## config.mk

```make
export PLATFORM = sky130hd
export DESIGN_NAME = booth_mult_sched
export DESIGN_NICKNAME = d
export VERILOG_FILES = /design/src/rtl/booth_mult_sched.sv
export SDC_FILE = /design/constraint.sdc
export NUM_CORES = 1
export LEC_CHECK = 0
export CAP_MARGIN = 20
export CELL_PAD_IN_SITES_DETAIL_PLACEMENT = 1
export CELL_PAD_IN_SITES_GLOBAL_PLACEMENT = 1
export CORE_AREA = 5 5 110 112
export DETAILED_ROUTE_END_ITERATION = 8
export DIE_AREA = 0 0 115 117
export GPL_TIMING_DRIVEN = 0
export MAX_ROUTING_LAYER = met4
export PLACE_DENSITY = 0.8
export SLEW_MARGIN = 20
export SYNTH_ARGS = -nofsm -noshare
export SYNTH_HDL_FRONTEND = slang
export SYNTH_SLANG_ARGS = --single-unit
```

## constraint.sdc

```tcl
create_clock -name clk -period 4.05 [get_ports clk]
set_input_delay 0.6075 -clock clk [delete_from_list [all_inputs] [get_ports clk]]
set_output_delay 0.6075 -clock clk [all_outputs]
set_load 0.05 [all_outputs]
```

## src/rtl/booth_mult_sched.sv

```systemverilog
// Round-robin scheduler in front of one sequential radix-2 Booth multiplier.
// One job at a time: accept in IDLE, WIDTH Booth steps in ITER, hold the product in DONE.
module booth_mult_sched #(
  parameter int WIDTH = 9,
  parameter int NREQ  = 4,
  parameter int IDW   = 2
) (
  input  logic                    clk,
  input  logic                    rst,
  input  logic [NREQ-1:0]         req_valid,
  output logic [NREQ-1:0]         req_ready,
  input  logic [NREQ*WIDTH-1:0]   req_a,
  input  logic [NREQ*WIDTH-1:0]   req_b,
  output logic                    resp_valid,
  input  logic                    resp_ready,
  output logic [IDW-1:0]          resp_id,
  output logic [2*WIDTH-1:0]      resp_product,
  output logic                    busy
);

  localparam int CW = $clog2(WIDTH + 1);

  typedef enum logic [1:0] {IDLE, ITER, DONE} state_t;

  state_t           state_reg;
  logic [WIDTH:0]   acc_reg;
  logic [WIDTH:0]   m_reg;
  logic [WIDTH-1:0] q_reg;
  logic             qm1_reg;
  logic [CW-1:0]    cnt_reg;
  logic [IDW-1:0]   id_reg;
  logic [IDW-1:0]   last_grant_reg;

  logic [WIDTH-1:0] a_arr [NREQ];
  logic [WIDTH-1:0] b_arr [NREQ];

  genvar gi;
  generate
    for (gi = 0; gi < NREQ; gi++) begin : g_slice
      assign a_arr[gi] = req_a[gi*WIDTH +: WIDTH];
      assign b_arr[gi] = req_b[gi*WIDTH +: WIDTH];
    end
  endgenerate

  // Round-robin search starting just after the last granted requester.
  logic [NREQ-1:0] grant_next;
  logic [IDW-1:0]  grant_id_next;
  logic            grant_any_next;
  logic [IDW-1:0]  sel;

  always_comb begin
    grant_next     = '0;
    grant_id_next  = '0;
    grant_any_next = 1'b0;
    sel            = '0;
    for (int k = 1; k <= NREQ; k++) begin
      sel = IDW'((int'(last_grant_reg) + k) % NREQ);
      if (!grant_any_next && req_valid[sel]) begin
        grant_next[sel] = 1'b1;
        grant_id_next   = sel;
        grant_any_next  = 1'b1;
      end
    end
  end

  assign req_ready = (state_reg == IDLE && !rst) ? grant_next : '0;
  assign busy      = (state_reg != IDLE);

  // One Booth step: conditional add/subtract, then arithmetic shift of {acc,Q,q_m1}.
  logic [WIDTH:0]   sum_next;
  logic [WIDTH:0]   acc_sh_next;
  logic [WIDTH-1:0] q_sh_next;

  always_comb begin
    case ({q_reg[0], qm1_reg})
      2'b01:   sum_next = acc_reg + m_reg;
      2'b10:   sum_next = acc_reg - m_reg;
      default: sum_next = acc_reg;
    endcase
    acc_sh_next = {sum_next[WIDTH], sum_next[WIDTH:1]};
    q_sh_next   = {sum_next[0], q_reg[WIDTH-1:1]};
  end

  always_ff @(posedge clk or posedge rst) begin
    if (rst) begin
      state_reg      <= IDLE;
      acc_reg        <= '0;
      m_reg          <= '0;
      q_reg          <= '0;
      qm1_reg        <= 1'b0;
      cnt_reg        <= '0;
      id_reg         <= '0;
      last_grant_reg <= IDW'(NREQ - 1);
      resp_valid     <= 1'b0;
      resp_id        <= '0;
      resp_product   <= '0;
    end else begin
      case (state_reg)
        IDLE: begin
          if (grant_any_next) begin
            acc_reg        <= '0;
            q_reg          <= a_arr[grant_id_next];
            qm1_reg        <= 1'b0;
            m_reg          <= {b_arr[grant_id_next][WIDTH-1], b_arr[grant_id_next]};
            cnt_reg        <= '0;
            id_reg         <= grant_id_next;
            last_grant_reg <= grant_id_next;
            state_reg      <= ITER;
          end
        end
        ITER: begin
          acc_reg <= acc_sh_next;
          q_reg   <= q_sh_next;
          qm1_reg <= q_reg[0];
          cnt_reg <= cnt_reg + 1'b1;
          if (cnt_reg == CW'(WIDTH - 1)) begin
            resp_product <= {acc_sh_next[WIDTH-1:0], q_sh_next};
            resp_id      <= id_reg;
            resp_valid   <= 1'b1;
            state_reg    <= DONE;
          end
        end
        DONE: begin
          if (resp_ready) begin
            resp_valid <= 1'b0;
            state_reg  <= IDLE;
          end
        end
        default: state_reg <= IDLE;
      endcase
    end
  end

endmodule

```

==> impl_metrics.toml, run 1 <==
[status]
status = "finished, final reports clean"

[clock_tree]
insertion_delay_ns = 0.33
path_clk_slew_ns = 0.05
cts_setup_buffers = 0
cts_tree = "done"
htree_levels = 3
cts_root_buffer = "clkbuf_16"
cts_num_sinks = 59
clockBufferDepth = 2
cts_buffers = 9
ctsHoldBuffers = 0

[placed_design]
dp_hpwl_mm = 9.93
port_buffers = 102
gp_congestion = 0.877
place_ws_ns = -0.112

[setup_path]
cp.required_ns = 3.44
cp_slowest_cell = "dfstp_2"
setup.worst_path.start = "last_grant_reg[0]"
path_cells = "buf_4 -> inv_1 -> ha_2 -> mux4_2 -> nor2b_1 -> a22oi_1 -> nor2_1 -> a221oi_1 -> nor2_1 -> dlygate4sd2_1"
critPathMostFrequentCell = "nor2_1"
r2r_slack_ns = 0.71
timing.rr.start = "last_grant_reg[0]"
end_kind = "output pin"
timing.critical_path.buf_inv = 3
startpoint_type = "flip-flop"
cp_max_fo = 10
critPathKind = "flip-flop to output pin"
slowest_delay_ns = 0.65
critPathTopFamily = "buffers and inverters"
worst_ep_arrival_time_ns = 3.23

[yosys]
synth.mux.area_fraction = 0.134
synthArstFlopShare = 1.00
netlist_area_um2 = 3970
synthSimpleGateAreaFrac = 0.155
yosys-top-cells-count = "66 x nand2_1, 57 x dfrtp_1, 35 x mux2i_1"
syn_nets = 526
synth-warning-count = 0
synthAdderAreaFrac = 0.0649
netlist_instances = 427
synth-edff-count = 0
ys_ff_latch = 59
yosysUniqueCellTypes = 58
synth.area.top_cells = "dfrtp_1 36%, mux2i_1 8.8%, nand2_1 6.2%, ha_1 6.0%, a21oi_1 2.9%"
yosysSeqAreaShare = 0.373
synth_compound_area_frac = 0.192
synth_largest_area_cell = "dfrtp_1"
synth-xor-area-share = 0.0309
synth_area_per_cell_um2 = 9.30
synth_flop_cell = "dfrtp_1"
synth_top_area_frac = 0.359
synth.most_common_cell = "nand2_1"
synth_top_family_by_area = "compound AO/OA/AOI/OAI gates"

[pwr]
combinationalPowerShare = 0.666
pwr_density_cell_nw_per_um2 = 1030
power.switching_fraction = 0.478
seqPwrFrac = 0.207
ir_drop_mv = 0.465
p_clk_frac = 0.127
power.switching_uw = 2680
cellInternalPower_uw = 2930
p_leak_uw = 0.00242

[layout]
syn_to_final_growth_pct = 37.6
largest_reg_flops = 18
diodes = 0
top_register = "resp_product"
drive_above_1_share = 0.0936
nets = 639

[global_route]
grt_pass1_vias = 4129
grt_antenna_before_repair = 0
gr-total-overflow = 0
grt_max_degree = 41
grt_use_total = 0.200
grt_pass1_wl_mm = 20.7

[sta]
finClkSkew_ns = 0.00756
setup_tns_ns = 0
fmax_mhz = 260
max-slew-margin-rel = 0.567
fin_ws_ns = 0.210
slew_violations = 0
finalCriticalPeriod_ns = 3.84
setup_viol = 0
hold_viol_final = 0
fin_crit_sh = 0.948
worstMarginPinSlew_ns = 0.647
rsz0062_at_grt = "false"

[detailed_routing]
wl_per_cell_um = 18.4
routed_wl_mm = 12.6
detail-route-antenna-nets = 0
num_vias = 3721
via_per_inst = 5.41
first_pass_iters = 4
drc_errors = 0
drt_iter0_drc = 166

[die]
dieArea_um2 = 13500
die_h_um = 117
core_um2 = 11100
initial_core_util = 0.357
die_x_um = 115
row_count = 39
io-pin-count = 105

[worst_hold_path]
hold_path.class = "flip-flop to flip-flop"
hp-start = "id_reg[1]"

[run]
cap_viol_max_count = 0
-- area by class of cell --
cell class | count | area [um^2]
fillers | 1286 | 5660
multi-input cells | 329 | 2290
flip-flops and latches | 59 | 1480
repair buffers | 103 | 1020
clock buffers | 12 | 256
well taps | 143 | 179
plain buffers | 24 | 150
inverters | 14 | 55.1
clock inverters | 4 | 25.0
-- cells by family (layout without fill, tap and decap cells) --
logic type / after synthesis / after routing
XOR/XNOR: 14 / 14
buffers and inverters: 39 / 157
AO/OA/AOI/OAI: 111 / 111
flip-flops: 59 / 59
adder cells (fa/ha/maj): 20 / 20
AND/OR/NAND/NOR: 135 / 135
multiplexers: 49 / 49
-- tightest hold or removal path, cell delays in order (launching register included) --
cell	delay (ns)
dfrtp_1	0.34
nand2_1	0.05
nand2_1	0.05
-- path summary, 6_finish.rpt --
path | to | cells after the start
setup / recovery | req_ready[2] | 10
hold / removal | resp_id[1] | 2
setup reg to reg | m_reg[7] | 11
hold reg to reg | resp_id[1] | 2
max in group asynchronous | last_grant_reg[1] | 3
min in group asynchronous | state_reg[1] | 2
-- through the flow --
step / cell area (um^2) / util / hold slack (ns) / total power [uW] / instances
final: 5460 / 0.491 / 0.471 / 5610 / 688
after global routing: 5460 / 0.491 / 0.519 / 6050 / 688
after CTS: 5470 / 0.492 / 0.476 / 5630 / 688
after detailed placement: 5190 / 0.467 / 0.464 / 4860 / 673
after global placement: 5170 / 0.465 / 0.453 / 4680 / 672
after floorplan: 3970 / - / 0.439 / 3860 / 427
-- layer usage --
metal	global-route usage	wire length (um)	share of wire
met1	0.245	5390	0.43
met2	0.342	6410	0.51
met3	0.0329	586	0.046
met4	0.0610	252	0.020
met5	-	0	0
-- power by group through the flow --
stage | combinational [uW] | clock (uW) | sequential, uW
6_report | 3730 | 712 | 1160
2_1_floorplan | 2480 | 0 | 1380
3_3_place_gp | 3530 | 0 | 1150
5_1_grt | 4090 | 750 | 1200
4_1_cts | 3740 | 720 | 1170
3_5_place_dp | 3690 | 0 | 1170
-- cells in the final DEF (no fill, tap or decap), drive strengths merged, types with 12 or more instances in the layout --
master	count
xnor2	13
ha	19
o21ai	31
nand2	67
mux2i	35
inv	14
nor2	29
buf	13
clkdlybuf4s50	98
clkbuf	27
a22oi	13
a21oi	23
mux2	12
dfrtp	57
-- timing repair --
item,CTS,global route
pin swaps,0,0
gates resized for setup,6,7
setup endpoints to repair,4,4
No activity file was read; power rests on OpenSTA's default activity.
==> run 2, diff against run 1 <==
--- a/config.mk
+++ b/config.mk
@@ -8,12 +8,12 @@
 export CAP_MARGIN = 20
 export CELL_PAD_IN_SITES_DETAIL_PLACEMENT = 1
 export CELL_PAD_IN_SITES_GLOBAL_PLACEMENT = 1
-export CORE_AREA = 5 5 110 112
+export CORE_AREA = 5 5 106 108
 export DETAILED_ROUTE_END_ITERATION = 8
-export DIE_AREA = 0 0 115 117
+export DIE_AREA = 0 0 111 113
 export GPL_TIMING_DRIVEN = 0
 export MAX_ROUTING_LAYER = met4
-export PLACE_DENSITY = 0.8
+export PLACE_DENSITY = 0.85
 export SLEW_MARGIN = 20
 export SYNTH_ARGS = -nofsm -noshare
 export SYNTH_HDL_FRONTEND = slang
==> constraint.sdc (replaced) <==
create_clock -name clk -period 4.9 [get_ports clk]
set_input_delay 0.735 -clock clk [delete_from_list [all_inputs] [get_ports clk]]
set_output_delay 0.735 -clock clk [all_outputs]
set_load 0.05 [all_outputs]
==> impl_metrics.toml, run 2 (same netlist as run 1, synthesis figures left out) <==
[global_route]
grt_max_degree = 57
grt_use_total = 0.208
grt_pass1_wl_mm = 20.4
gr-total-overflow = 0
grt_antenna_before_repair = 0
grt_pass1_vias = 4194

[detailed_routing]
num_vias = 3786
detail-route-antenna-nets = 0
via_per_inst = 5.55
drt_iter0_drc = 197
first_pass_iters = 4
wl_per_cell_um = 18.3
drc_errors = 0
routed_wl_mm = 12.5

[setup_path]
cp_max_fo = 10
worst_ep_arrival_time_ns = 3.92
end_kind = "output pin"
startpoint_type = "flip-flop"
critPathKind = "flip-flop to output pin"
cp.required_ns = 4.16
setup.worst_path.start = "last_grant_reg[0]"
r2r_end = "m_reg[5]"
crit_path_end = "req_ready[3]"
worstRegToRegCells = 12
r2r_slack_ns = 1.23
timing.rr.start = "last_grant_reg[0]"

[worst_hold_path]
hold_depth = 2
hold_path.class = "flip-flop to flip-flop"

[die]
die_h_um = 113
initial_core_util = 0.392
core_um2 = 10100
io-pin-count = 105
die_x_um = 111
dieArea_um2 = 12500
row_count = 37

[layout]
drive_above_1_share = 0.0824
syn_to_final_growth_pct = 35.2
final_common_cell = "clkdlybuf4s50_1"
largest_reg_flops = 18
nets = 640
post-route-util = 0.529
layout_common_cells = "102 x clkdlybuf4s50_1, 66 x nand2_1, 57 x dfrtp_1"
n_fill_cell = 1201
top_register = "resp_product"
diodes = 0

[clock_tree]
path_clk_slew_ns = 0.07
cts_num_sinks = 59
cts_buffers = 9
htree_levels = 3
clockBufferDepth = 2
ctsHoldBuffers = 0
cts_root_buffer = "clkbuf_8"
cts_tree = "done"
insertion_delay_ns = 0.34

[sta]
fmax_mhz = 215
finalCriticalPeriod_ns = 4.65
max-slew-margin-rel = 0.521
fin_crit_sh = 0.950
rsz0062_at_grt = "false"
hold_viol_final = 0
worstMarginPinSlew_ns = 0.716
setup_tns_ns = 0
slew_violations = 0
finClkSkew_ns = 0.00625
setup_viol = 0

[pwr]
p_leak_uw = 0.00238
power_uw = 4430
ir_drop_mv = 0.304
pwr_density_cell_nw_per_um2 = 826

[placed_design]
dp_hpwl_mm = 9.83
port_buffers = 102
gp_congestion = 0.920

[run]
cap_viol_max_count = 0

[status]
status = "finished, final reports clean"
run 2: critical path, cell delays in order, from the launching register on:
cell and delay [ns]:
dfstp_2 0.65, buf_2 0.29, inv_1 0.15, ha_1 0.31, clkbuf_1 0.32, mux4_2 0.41
nor2b_1 0.20, a22oi_1 0.16, nor2_1 0.06, a221oi_1 0.25, nor2_1 0.07, clkdlybuf4s50_1 0.70
run 2: timing repair:
item,CTS,global route
setup buffers,0,0
setup endpoints to repair,0,1
resized for setup,0,1
run 2: final cells by class:
| cell class | instances | area, um^2 | area share |
|---|---|---|---|
| Tap cell | 136 | 170 | 0.0317 |
| Timing Repair Buffer | 103 | 1050 | 0.195 |
| Multi-Input combinational cell | 329 | 2290 | 0.427 |
| Clock buffer | 14 | 163 | 0.0303 |
| Inverter | 14 | 55.1 | 0.0103 |
| Sequential cell | 59 | 1480 | 0.276 |
| Buffer | 25 | 151 | 0.0282 |
| Clock inverter | 2 | 10.0 | 0.00186 |
run 2: metrics by stage:
stage	hold slack (ns)	setup slack [ns]	cells	cell area [um^2]
after floorplan	0.439	1.30	427	3970
after global placement	0.459	0.744	665	5160
after detailed placement	0.459	0.601	666	5190
after CTS	0.475	0.223	682	5360
after global routing	0.500	0.0584	682	5370
final	0.472	0.246	682	5370
run 2: worst min path at each step:
stage,from,endpoint,slack [ns]
after floorplan,id_reg[1],resp_id[1],0.44
after global placement,resp_product[11],resp_product[11],0.46
after detailed placement,id_reg[1],resp_id[1],0.46
after CTS,id_reg[1],resp_id[1],0.48
after global routing,id_reg[1],resp_id[1],0.50
final,resp_product[11],resp_product[11],0.47
run 2: metal layers:
metal / global-route usage / wire [um] / up-vias
li1: - / - / 1762
met1: 0.240 / 5290 / 1878
met2: 0.356 / 6340 / 115
met3: 0.0348 / 460 / 31
met4: 0.0920 / 412 / 0
met5: - / 0 / -
run 2: where the power goes:
part / internal (uW) / switching [uW]
registers: 734 / 225
logic: 1310 / 1760
clock network: 210 / 186
==> run 3, diff against run 2 <==
--- a/config.mk
+++ b/config.mk
@@ -5,7 +5,7 @@
 export SDC_FILE = /design/constraint.sdc
 export NUM_CORES = 1
 export LEC_CHECK = 0
-export CAP_MARGIN = 20
+export CAP_MARGIN = 25
 export CELL_PAD_IN_SITES_DETAIL_PLACEMENT = 1
 export CELL_PAD_IN_SITES_GLOBAL_PLACEMENT = 1
 export CORE_AREA = 5 5 106 108
==> results of run 3 <==
No change in the layout: final DEF, timing and power equal those of run 2.
